## src/rtl/inst_encoder.sv

```systemverilog
// MIPS instruction encoder: turns one operation request into one (or, for LI, up to three) 32-bit words.
// Optional LI pseudo-op expansion is built only when INST_ENCODER_LI_EXPAND_EN is defined.
module inst_encoder (
    input  logic        clk,
    input  logic        rst,
    input  logic        in_valid,
    output logic        in_ready,
    input  logic [4:0]  in_op,
    input  logic [4:0]  in_rs,
    input  logic [4:0]  in_rt,
    input  logic [4:0]  in_rd,
    input  logic [4:0]  in_shamt,
    input  logic [31:0] in_imm,
    output logic        out_valid,
    input  logic        out_ready,
    output logic [31:0] out_inst,
    output logic        out_last,
    output logic        err_unsupported,
    output logic [1:0]  dbg_state
);

    // Handshake: a beat moves when valid && ready on the same rising edge; a
    // producer holds its payload steady while valid is high and ready is low.

    localparam logic [1:0] IDLE   = 2'd0;
    localparam logic [1:0] LI_SLL = 2'd1;
    localparam logic [1:0] LI_ORI = 2'd2;

    localparam logic [4:0] OP_ADD  = 5'd0;
    localparam logic [4:0] OP_SUB  = 5'd1;
    localparam logic [4:0] OP_AND  = 5'd2;
    localparam logic [4:0] OP_OR   = 5'd3;
    localparam logic [4:0] OP_SLT  = 5'd4;
    localparam logic [4:0] OP_SLL  = 5'd5;
    localparam logic [4:0] OP_SRL  = 5'd6;
    localparam logic [4:0] OP_JR   = 5'd7;
    localparam logic [4:0] OP_ADDI = 5'd8;
    localparam logic [4:0] OP_ANDI = 5'd9;
    localparam logic [4:0] OP_ORI  = 5'd10;
    localparam logic [4:0] OP_SLTI = 5'd11;
    localparam logic [4:0] OP_LW   = 5'd12;
    localparam logic [4:0] OP_SW   = 5'd13;
    localparam logic [4:0] OP_BEQ  = 5'd14;
    localparam logic [4:0] OP_BNE  = 5'd15;
    localparam logic [4:0] OP_J    = 5'd16;
    localparam logic [4:0] OP_JAL  = 5'd17;
`ifdef INST_ENCODER_LI_EXPAND_EN
    localparam logic [4:0] OP_LI   = 5'd18;
`endif

    logic [1:0]  state;
    logic        load;
    logic        accept;
    logic [31:0] enc_word;
    logic        enc_ok;
    logic        enc_multi;

    // The output register can take a new word when it is empty or being drained.
    assign load      = !out_valid || out_ready;
    assign in_ready  = (state == IDLE) && load;
    assign accept    = in_valid && in_ready;
    assign dbg_state = state;

    always_comb begin
        enc_word  = '0;
        enc_ok    = 1'b1;
        enc_multi = 1'b0;
        case (in_op)
            OP_ADD:  enc_word = {6'h00, in_rs, in_rt, in_rd, 5'd0, 6'h20};
            OP_SUB:  enc_word = {6'h00, in_rs, in_rt, in_rd, 5'd0, 6'h22};
            OP_AND:  enc_word = {6'h00, in_rs, in_rt, in_rd, 5'd0, 6'h24};
            OP_OR:   enc_word = {6'h00, in_rs, in_rt, in_rd, 5'd0, 6'h25};
            OP_SLT:  enc_word = {6'h00, in_rs, in_rt, in_rd, 5'd0, 6'h2A};
            OP_SLL:  enc_word = {6'h00, in_rs, in_rt, in_rd, in_shamt, 6'h00};
            OP_SRL:  enc_word = {6'h00, in_rs, in_rt, in_rd, in_shamt, 6'h02};
            OP_JR:   enc_word = {6'h00, in_rs, 5'd0, 5'd0, 5'd0, 6'h08};
            OP_ADDI: enc_word = {6'h08, in_rs, in_rt, in_imm[15:0]};
            OP_ANDI: enc_word = {6'h0C, in_rs, in_rt, in_imm[15:0]};
            OP_ORI:  enc_word = {6'h0D, in_rs, in_rt, in_imm[15:0]};
            OP_SLTI: enc_word = {6'h0A, in_rs, in_rt, in_imm[15:0]};
            OP_LW:   enc_word = {6'h23, in_rs, in_rt, in_imm[15:0]};
            OP_SW:   enc_word = {6'h2B, in_rs, in_rt, in_imm[15:0]};
            OP_BEQ:  enc_word = {6'h04, in_rs, in_rt, in_imm[15:0]};
            OP_BNE:  enc_word = {6'h05, in_rs, in_rt, in_imm[15:0]};
            OP_J:    enc_word = {6'h02, in_imm[25:0]};
            OP_JAL:  enc_word = {6'h03, in_imm[25:0]};
`ifdef INST_ENCODER_LI_EXPAND_EN
            OP_LI: begin
                if (in_imm[31:16] == 16'h0000) begin
                    enc_word = {6'h0D, 5'd0, in_rt, in_imm[15:0]};
                end else begin
                    enc_word  = {6'h0D, 5'd0, in_rt, in_imm[31:16]};
                    enc_multi = 1'b1;
                end
            end
`endif
            default: enc_ok = 1'b0;
        endcase
    end

`ifdef INST_ENCODER_LI_EXPAND_EN
    logic [4:0]  li_rt;
    logic [15:0] li_imm_lo;

    always_ff @(posedge clk) begin
        if (rst) begin
            state     <= IDLE;
            li_rt     <= '0;
            li_imm_lo <= '0;
        end else if (load) begin
            case (state)
                LI_SLL:  state <= LI_ORI;
                LI_ORI:  state <= IDLE;
                default: begin
                    // Only the register and low half are needed once the first word is out.
                    if (accept && enc_ok && enc_multi) begin
                        state     <= LI_SLL;
                        li_rt     <= in_rt;
                        li_imm_lo <= in_imm[15:0];
                    end
                end
            endcase
        end
    end
`else
    logic unused_imm_hi;
    assign unused_imm_hi = ^in_imm[31:26];
    assign state         = IDLE;
`endif

    always_ff @(posedge clk) begin
        if (rst) begin
            out_valid       <= 1'b0;
            out_last        <= 1'b0;
            out_inst        <= '0;
            err_unsupported <= 1'b0;
        end else begin
            err_unsupported <= accept && !enc_ok;
            if (load) begin
                out_valid <= 1'b0;
                case (state)
`ifdef INST_ENCODER_LI_EXPAND_EN
                    LI_SLL: begin
                        out_valid <= 1'b1;
                        out_inst  <= {6'h00, 5'd0, li_rt, li_rt, 5'd16, 6'h00};
                        out_last  <= 1'b0;
                    end
                    LI_ORI: begin
                        out_valid <= 1'b1;
                        out_inst  <= {6'h0D, li_rt, li_rt, li_imm_lo};
                        out_last  <= 1'b1;
                    end
`endif
                    default: begin
                        if (accept && enc_ok) begin
                            out_valid <= 1'b1;
                            out_inst  <= enc_word;
                            out_last  <= !enc_multi;
                        end
                    end
                endcase
            end
        end
    end

endmodule

```

## config.mk

```make
export PLATFORM = sky130hd
export DESIGN_NAME = inst_encoder
export DESIGN_NICKNAME = d
export VERILOG_FILES = /design/src/rtl/inst_encoder.sv
export SDC_FILE = /design/constraint.sdc
export NUM_CORES = 1
export LEC_CHECK = 0
export BUFFER_PORTS_ARGS = -buffer_cell sky130_fd_sc_hd__buf_2
export CAP_MARGIN = 20
export CORE_ASPECT_RATIO = 1.75
export CORE_UTILIZATION = 32
export CTS_BUF_LIST = sky130_fd_sc_hd__clkbuf_8
export CTS_CLUSTER_DIAMETER = 40
export CTS_CLUSTER_SIZE = 24
export DETAILED_ROUTE_END_ITERATION = 16
export GPL_ROUTABILITY_DRIVEN = 0
export SYNTH_ARGS = -nofsm -noshare
export SYNTH_HDL_FRONTEND = slang
export SYNTH_SLANG_ARGS = --single-unit
```

## constraint.sdc

```tcl
create_clock -name clk -period 1.6 [get_ports clk]
set_input_delay 0 -clock clk [delete_from_list [all_inputs] [get_ports clk]]
set_output_delay 0 -clock clk [all_outputs]
set_load 0.005 [all_outputs]
```

# Yosys cells after proc, flatten, opt, wreduce, memory -nomap -nowiden
# Cells that the tools add are included.
dict set report totals {
  ff_bits 35
  input_bits 61
  wordCells 33
}
dict set report op_classes {
  n_eq_ne 17
  n_mux 3
  reduce_logical 9
}
# op count
set ops {}
lappend ops {{$pmux 32 s18} 1}
lappend ops {{$eq 5x4->1 const B} 8}
lappend ops {{$eq 5x3->1 const B} 4}
lappend ops {{$reduce_or 18->1} 1}
lappend ops {{$eq 5x2->1 const B} 2}
lappend ops {{$eq 5x5->1 const B} 2}
lappend ops {{$eq 5x1->1 const B} 1}
lappend ops {{$logic_not 5->1} 1}
lappend ops {{$logic_and 1x1->1} 3}
lappend ops {{$logic_not 1->1} 2}
lappend ops {{$mux 1} 2}
lappend ops {{$reduce_and 2->1} 1}
lappend ops {{$logic_or 1x1->1} 1}

# Depth between registers and ports, before layout
# Gate-level depths: netlist of run 1.
dict set report depth {
  ltp_word 5
  depth_mapped 7
  ltp_nobuf 4
}

# Worst setup path after synthesis of run 1
# OpenSTA, ideal clock, no wires.
dict set report synth_timing {
  path_kind {register to register}
  start {register out_valid}
  end {register out_inst[17]}
  setup_ns 0.132
  t_arrival_ns 1.293
  t_required_ns 1.468
  setup_slack_ns 0.175
  path_stages_with_launch 7
  n_path_buf 2
  synth_period_minus_slack_ns 1.425
  cell_sequence {dfxtp_1 -> nand2b_1 -> clkbuf_1 -> nand3_1 -> clkbuf_1 -> a221oi_1 -> nor3_1}
}
dict set report synth_via {
  elab_chain_cells 5
}
# element line_no
set synth_rtl {}
lappend synth_rtl {{start: declaration} 14} ;# output logic out_valid,
lappend synth_rtl {{start signal: assignment} 133} ;# out_valid <= 1'b0;
lappend synth_rtl {{start signal: assignment} 140} ;# out_valid <= 1'b0;
lappend synth_rtl {{start signal: assignment} 156} ;# out_valid <= 1'b1;
lappend synth_rtl {{$logic_not 1->1 *} 59} ;# assign load = !out_valid || out_ready;
lappend synth_rtl {{$logic_or 1x1->1 *} 59}
lappend synth_rtl {{named net in_ready} 7} ;# output logic in_ready,
lappend synth_rtl {{$logic_and 1x1->1} 61} ;# assign accept = in_valid && in_ready;
lappend synth_rtl {{$logic_and 1x1->1} 155} ;# if (accept && enc_ok) begin
lappend synth_rtl {{$reduce_and 2->1 (no line) *} --}
lappend synth_rtl {{end signal: assignment} 157} ;# out_inst <= enc_word;
lappend synth_rtl {{end: declaration} 16} ;# output logic [31:0] out_inst,
# Mark *: on every way through the listed nets, which the timed path passes. The rest lies on a longest branch.
# A chain may end at the register's enable or synchronous reset.

# Worst setup path in the final report of run 1
dict set report layout_timing {
  start {register out_valid}
  end {register out_inst[14]}
}
dict set report layout_via {
  elab_chain_cells 5
}
# element line_no
set layout_rtl {}
lappend layout_rtl {{$logic_not 1->1 *} 59}
lappend layout_rtl {{$logic_or 1x1->1 *} 59}
lappend layout_rtl {{$logic_and 1x1->1} 61}
lappend layout_rtl {{$logic_and 1x1->1} 155}
lappend layout_rtl {{$reduce_and 2->1 (no line) *} --}
# Mark *: on every way between the ends. The rest lies on a longest branch, timed or not.

==> impl_results.md, run 1 <==
* Final-report setup violation count at 0
* Worst setup EP type: register
* Clock Latency Late Sink at 290 ps
* Gate Count Post-Synth at 198
* WP data arrival at 1490 ps
* Share of synthesized registers carrying an async set or reset at 0
* TritonRoute pass-1 iters at 4
* DR WL/cell at 14.1 um
* Reg-to-reg setup timing slack at 260 ps
* Critical Path Start Type: register
* Design area at 2280 um^2
* CTS tree: built
* Post-CTS sizing at 0
* FP Rows at 34
* IO Port Bufs at 89
* Area Growth Syn to Fin at 39.8%
* Htree depth at 2
* Seq/Total Area, Yosys at 0.418
* P_leak at 1.06 nW
* Routed WL at 4900 um
* Clk root buf: clkbuf_8
* NetSw at 0.559 mW
* Initial antenna violation count at 0
* Gate power share at 0.206
* Synth warn at 0
* TritonCTS buffer count at 5
* Final Total Pwr at 2.00 mW
* Width of the die at 55.9 um
* Detailed-route DRC error count at 0
* DR iter-0 viols at 45
* Setup WS pre-CTS at 152 ps
* Antenna Cells at 0
* First-pass GRT wire length at 7290 um
* CTS sink cnt at 34
* I/O Pins at 99
* Pin count of the biggest net entering global routing at 35
* Yosys reg bits at 34
* Dpl cell area at 2130 um^2
* RSZ-0062 raised after global routing: false
* Hold crit path type: input port to register
* CP Class: register to register
* Pins over their slew limit at 0
* Period utilization at 0.840
* Number of flops mapped to enable cells by yosys at 0
* Total Die Area at 5390 um^2
* Vias in the first global route at 1577
* Final min period at 1340 ps
* Max_cap viols at 0
* Peak VDD IR at 411 uV
* Setup tns final at 0 ps
* Power Density at 878 nW/um^2
* Clk pwr share at 0.330
* Clock skew at 2.97 ps
* Peak Freq at 744 MHz
* Sequential Power Share at 0.465
* DR vias/cell at 5.27
* Fin nets at 353
* Total global-route track usage at 0.175
* Post-synth top flop: dfxtp_1
* Die height at 96.4 um
* Most frequent cells in the layout: 89 x buf_2, 34 x dfxtp_1, 33 x nor2_1
* Clock-pin transition on the worst setup and hold timing paths at 70 ps
* Post-synthesis cell type count at 39
* Total core area at 4930 um^2
* Vias at 1829
* Max FO, Critical Path at 20
* Worst Path Required at 1750 ps
* Share of cells above drive strength 1 at 0.386
* Starting density of the core at 0.330
* Post-route setup slack at 257 ps
* Worst-Margin Slew at 655 ps
* Internal Power at 1.44 mW
* Sw Ratio at 0.280
* Fin util at 0.461
* Max clock buf depth at 2
* Grt ovf at 0
* ANT nets after route at 0
* Normalized max-slew margin at 0.564
* Most common cell after layout, fill and taps aside: buf_2
* Mapped cell area at 1630 um^2
* Final HPWL DP at 3550 um
* Outcome: complete, no violations
* Avg Cell Area, Syn at 8.22 um^2
* Hold Fails Final Rpt at 0
==> kinds of logic (layout without fill, tap and decap cells) <==
logic type / count (synthesis) / after routing / share of synthesized area
muxes: 1 / 1 / 0.00615
xor gates and xnor gates: 2 / 2 / 0.0108
buffers and inverters: 25 / 118 / 0.0730
other: 1 / 3 / 0.00230
DFF: 34 / 34 / 0.418
AOI/OAI and AO/OA: 49 / 49 / 0.236
and+or+nand+nor: 86 / 86 / 0.254
==> layout make-up <==
type                    count  area [um^2]
fillers                   531         2660
flip-flops and latches     34          681
multi-input cells         141          836
repair buffers            106          586
well taps                  54         67.6
clock inverters             2         8.76
clock buffers               6         82.6
inverters                   4         15.0
==> metrics by stage <==
stage	hold slack (ps)	cells
floorplan	109	200
global placement	259	334
detailed placement	272	334
CTS	3.01	347
global route	28.9	347
finish	2.85	347
==> power by group through the flow <==
stage,clock network (mW),registers [mW],logic [mW]
floorplan,0,0.956,0.211
global placement,0,0.947,0.399
detailed placement,0,0.949,0.403
CTS,0.672,0.929,0.415
global route,0.707,0.935,0.460
finish,0.659,0.929,0.411
==> timing repair <==
item,CTS,global route
hold buffers,5,0
endpoints found under the hold margin,5,0
setup buffers,0,0
==> worst paths after layout <==
check / start / endpoint / cells after the start
worst max register to register: out_valid$_SDFFE_PP0N_ / out_inst[14]$_SDFFE_PP0P_ / 5
worst min-delay path: in_imm[25] / out_inst[25]$_SDFFE_PP0P_ / 3
worst min register to register: out_inst[29]$_SDFFE_PP0P_ / out_inst[29]$_SDFFE_PP0P_ / 2
worst max-delay path: out_valid$_SDFFE_PP0N_ / out_inst[14]$_SDFFE_PP0P_ / 5
==> synthesized netlist by cell type (all sizes together), types with 3 or more instances <==
master,n,area share
a221oi,20,0.11
o21ai,5,0.015
dfxtp,34,0.42
clkbuf,10,0.023
nor3,24,0.077
nor2,33,0.076
buf,11,0.041
nand2,11,0.025
inv,3,0.0069
a311oi,5,0.031
nand3,3,0.0092
a211oi,3,0.014
a21oi,6,0.018
nor2b,3,0.012
nand2b,4,0.015
==> routing by layer <==
metal,wire length [um],share of wire,global-route usage
met3,267,0.055,0.0309
met2,2620,0.53,0.330
met1,1940,0.40,0.188
met5,0,0,0
met4,70,0.014,0.0813
==> registers in the layout (all words and copies together) (netlist names) <==
register and cells:
err_unsupported 1, out_last 1, out_inst 31, out_valid 1
==> critical path, stage by stage (launching register included) <==
cell and delay [ps]:
dfxtp_1 310, nand2b_1 140, nand3_1 120, buf_4 230, a221oi_1 300, nor3_1 90
No activity file was read; power rests on OpenSTA's default activity.
==> run 2, diff against run 1 <==
==> constraint.sdc (replaced) <==
create_clock -name clk -period 1.4 [get_ports clk]
set_input_delay 0 -clock clk [delete_from_list [all_inputs] [get_ports clk]]
set_output_delay 0 -clock clk [all_outputs]
set_load 0.005 [all_outputs]
==> run 2 against run 1 <==
  * Maximum frequency rose by 7.5%
  * Clock-buffer cell count unchanged
  * Core utilization increased by 2.6 points
  * Largest power group unchanged
  * Global-route usage rose by 0.69 points
  * Sequential power rose by 14%
  * Total power rose by 16%
  * Via count increased by 1.8%
  * Largest cell class unchanged
  * Clock skew up 1.5 ps
==> impl_results.md, run 2 (synthesis gave the netlist of run 1 again) <==
* Setup WS pre-CTS at 47.1 ps
* Most common cell after layout, fill and taps aside: buf_2
* Max_cap viols at 0
* Pin count of the biggest net entering global routing at 35
* Die height at 96.4 um
* First-pass GRT wire length at 7530 um
* Critical path, cell by cell: nand2b_1, nand3_2, buf_12, a221oi_1, nor3_1
* Total Die Area at 5390 um^2
* Period utilization at 0.893
* Share of cells above drive strength 1 at 0.414
* GR Layer Usage met1 at 0.202
* Starting density of the core at 0.330
* Detailed-route DRC error count at 0
* CP peak stage delay at 310 ps
* FP Rows at 34
* Area Growth Syn to Fin at 47.8%
* CP max stage cell: dfxtp_1
* Final-report setup violation count at 0
* M3 GR Usage at 0.0323
* Routed WL at 4920 um
* Critical Path Start Type: register
* DR iter-0 viols at 38
* Htree depth at 2
* Worst Path Required at 1570 ps
* P_leak at 1.13 nW
* Initial antenna violation count at 0
* Peak VDD IR at 598 uV
* Hold crit path type: input port to register
* CTS sink cnt at 34
* ANT nets after route at 0
* Clk root buf: clkbuf_8
* Max reg flops at 31
* Post-route setup slack at 150 ps
* Max clock buf depth at 2
* Max FO, Critical Path at 15
* Most frequent cells in the layout: 89 x buf_2, 34 x dfxtp_1, 33 x nor2_1
* Hold_ws at 11.1 ps
* Antenna Cells at 0
* DR vias/cell at 5.20
* Outcome: complete, no violations
* CTS tree: built
* Biggest register: out_inst
* Worst setup EP type: register
* Clock-pin transition on the worst setup and hold timing paths at 70 ps
* I/O Pins at 99
* Pins over their slew limit at 0
* Total core area at 4930 um^2
* Hold Fails Final Rpt at 0
* Final min period at 1250 ps
* Power Density at 963 nW/um^2
* CP Class: register to register
* FILL cells at 510
* Clock skew at 4.42 ps
* Grt peak-use layer: met2
* Clock Latency Late Sink at 290 ps
* RSZ-0062 raised after global routing: false
* Total global-route track usage at 0.182
* Fin nets at 364
* Vias at 1862
* Setup tns final at 0 ps
* TritonRoute pass-1 iters at 4
* Width of the die at 55.9 um
* Final HPWL DP at 3650 um
* Vias in the first global route at 1603
* WP data arrival at 1420 ps
* DR WL/cell at 13.8 um
* M2 GR Usage at 0.329
* Grt ovf at 0
* TritonCTS buffer count at 5
* Setup repair bufs after CTS at 0
* IO Port Bufs at 89
* Peak Freq at 800 MHz
==> run 2: changes by cell type in the layout (fill, tap and decap cells not counted) <==
cell     previous run  this run
buf_4              12        20
buf_12              0         3
and3_1              1         0
and3_4              0         1
nand3_1             3         2
nand3_2             0         1
==> run 2: per-layer routing <==
metal,vias to the layer above,part of all wire
li1,928,-
met2,62,0.54
met3,10,0.050
met1,862,0.39
met5,-,0
met4,0,0.022
==> run 2: power by group <==
part,switching [mW],internal (mW)
Clock,0.351,0.389
Combinational,0.256,0.260
Sequential,0.0278,1.03
==> run 2: cell type report <==
type	instances	area (um^2)	share of cell area
multi-input combinational	141	846	0.352
tap	54	67.6	0.0281
inverter	4	15.0	0.00624
clock inverter	2	8.76	0.00364
clock buffer	6	82.6	0.0343
timing repair buffer	117	706	0.293
sequential	34	681	0.283
==> run 2: per-stage QoR <==
step / std cells / total power, mW / instance area (um^2) / util
2_1_floorplan: 200 / 1.33 / 1640 / -
3_3_place_gp: 345 / 1.58 / 2260 / 0.458
3_5_place_dp: 345 / 1.59 / 2260 / 0.458
4_1_cts: 358 / 2.35 / 2400 / 0.487
5_1_grt: 358 / 2.45 / 2410 / 0.488
6_report: 358 / 2.32 / 2410 / 0.488
==> run 2: path summary, 6_finish.rpt <==
check                           cells past startpoint                        end                      from  slack (ps)
worst min register to register                      2   out_inst[4]$_SDFFE_PP0P_  out_inst[4]$_SDFFE_PP0P_         450
worst max register to register                      5  out_inst[11]$_SDFFE_PP0P_    out_valid$_SDFFE_PP0N_         150
worst min-delay path                                3  out_inst[22]$_SDFFE_PP0P_                in_imm[22]          10
worst max-delay path                                5  out_inst[11]$_SDFFE_PP0P_    out_valid$_SDFFE_PP0N_         150
==> run 2: timing repair <==
action                                  in CTS  in global routing
resized for setup                            0                  1
hold endpoints to repair                     5                  0
endpoints found under the setup margin       0                  1
hold buffers                                 5                  0
==> run 2: critical path, delay by kind of cell (launching register included) <==
kind	cells	cell delay, ps
simple gates	3	380
flops	1	310
compound gates	1	270
buf+inv	1	180
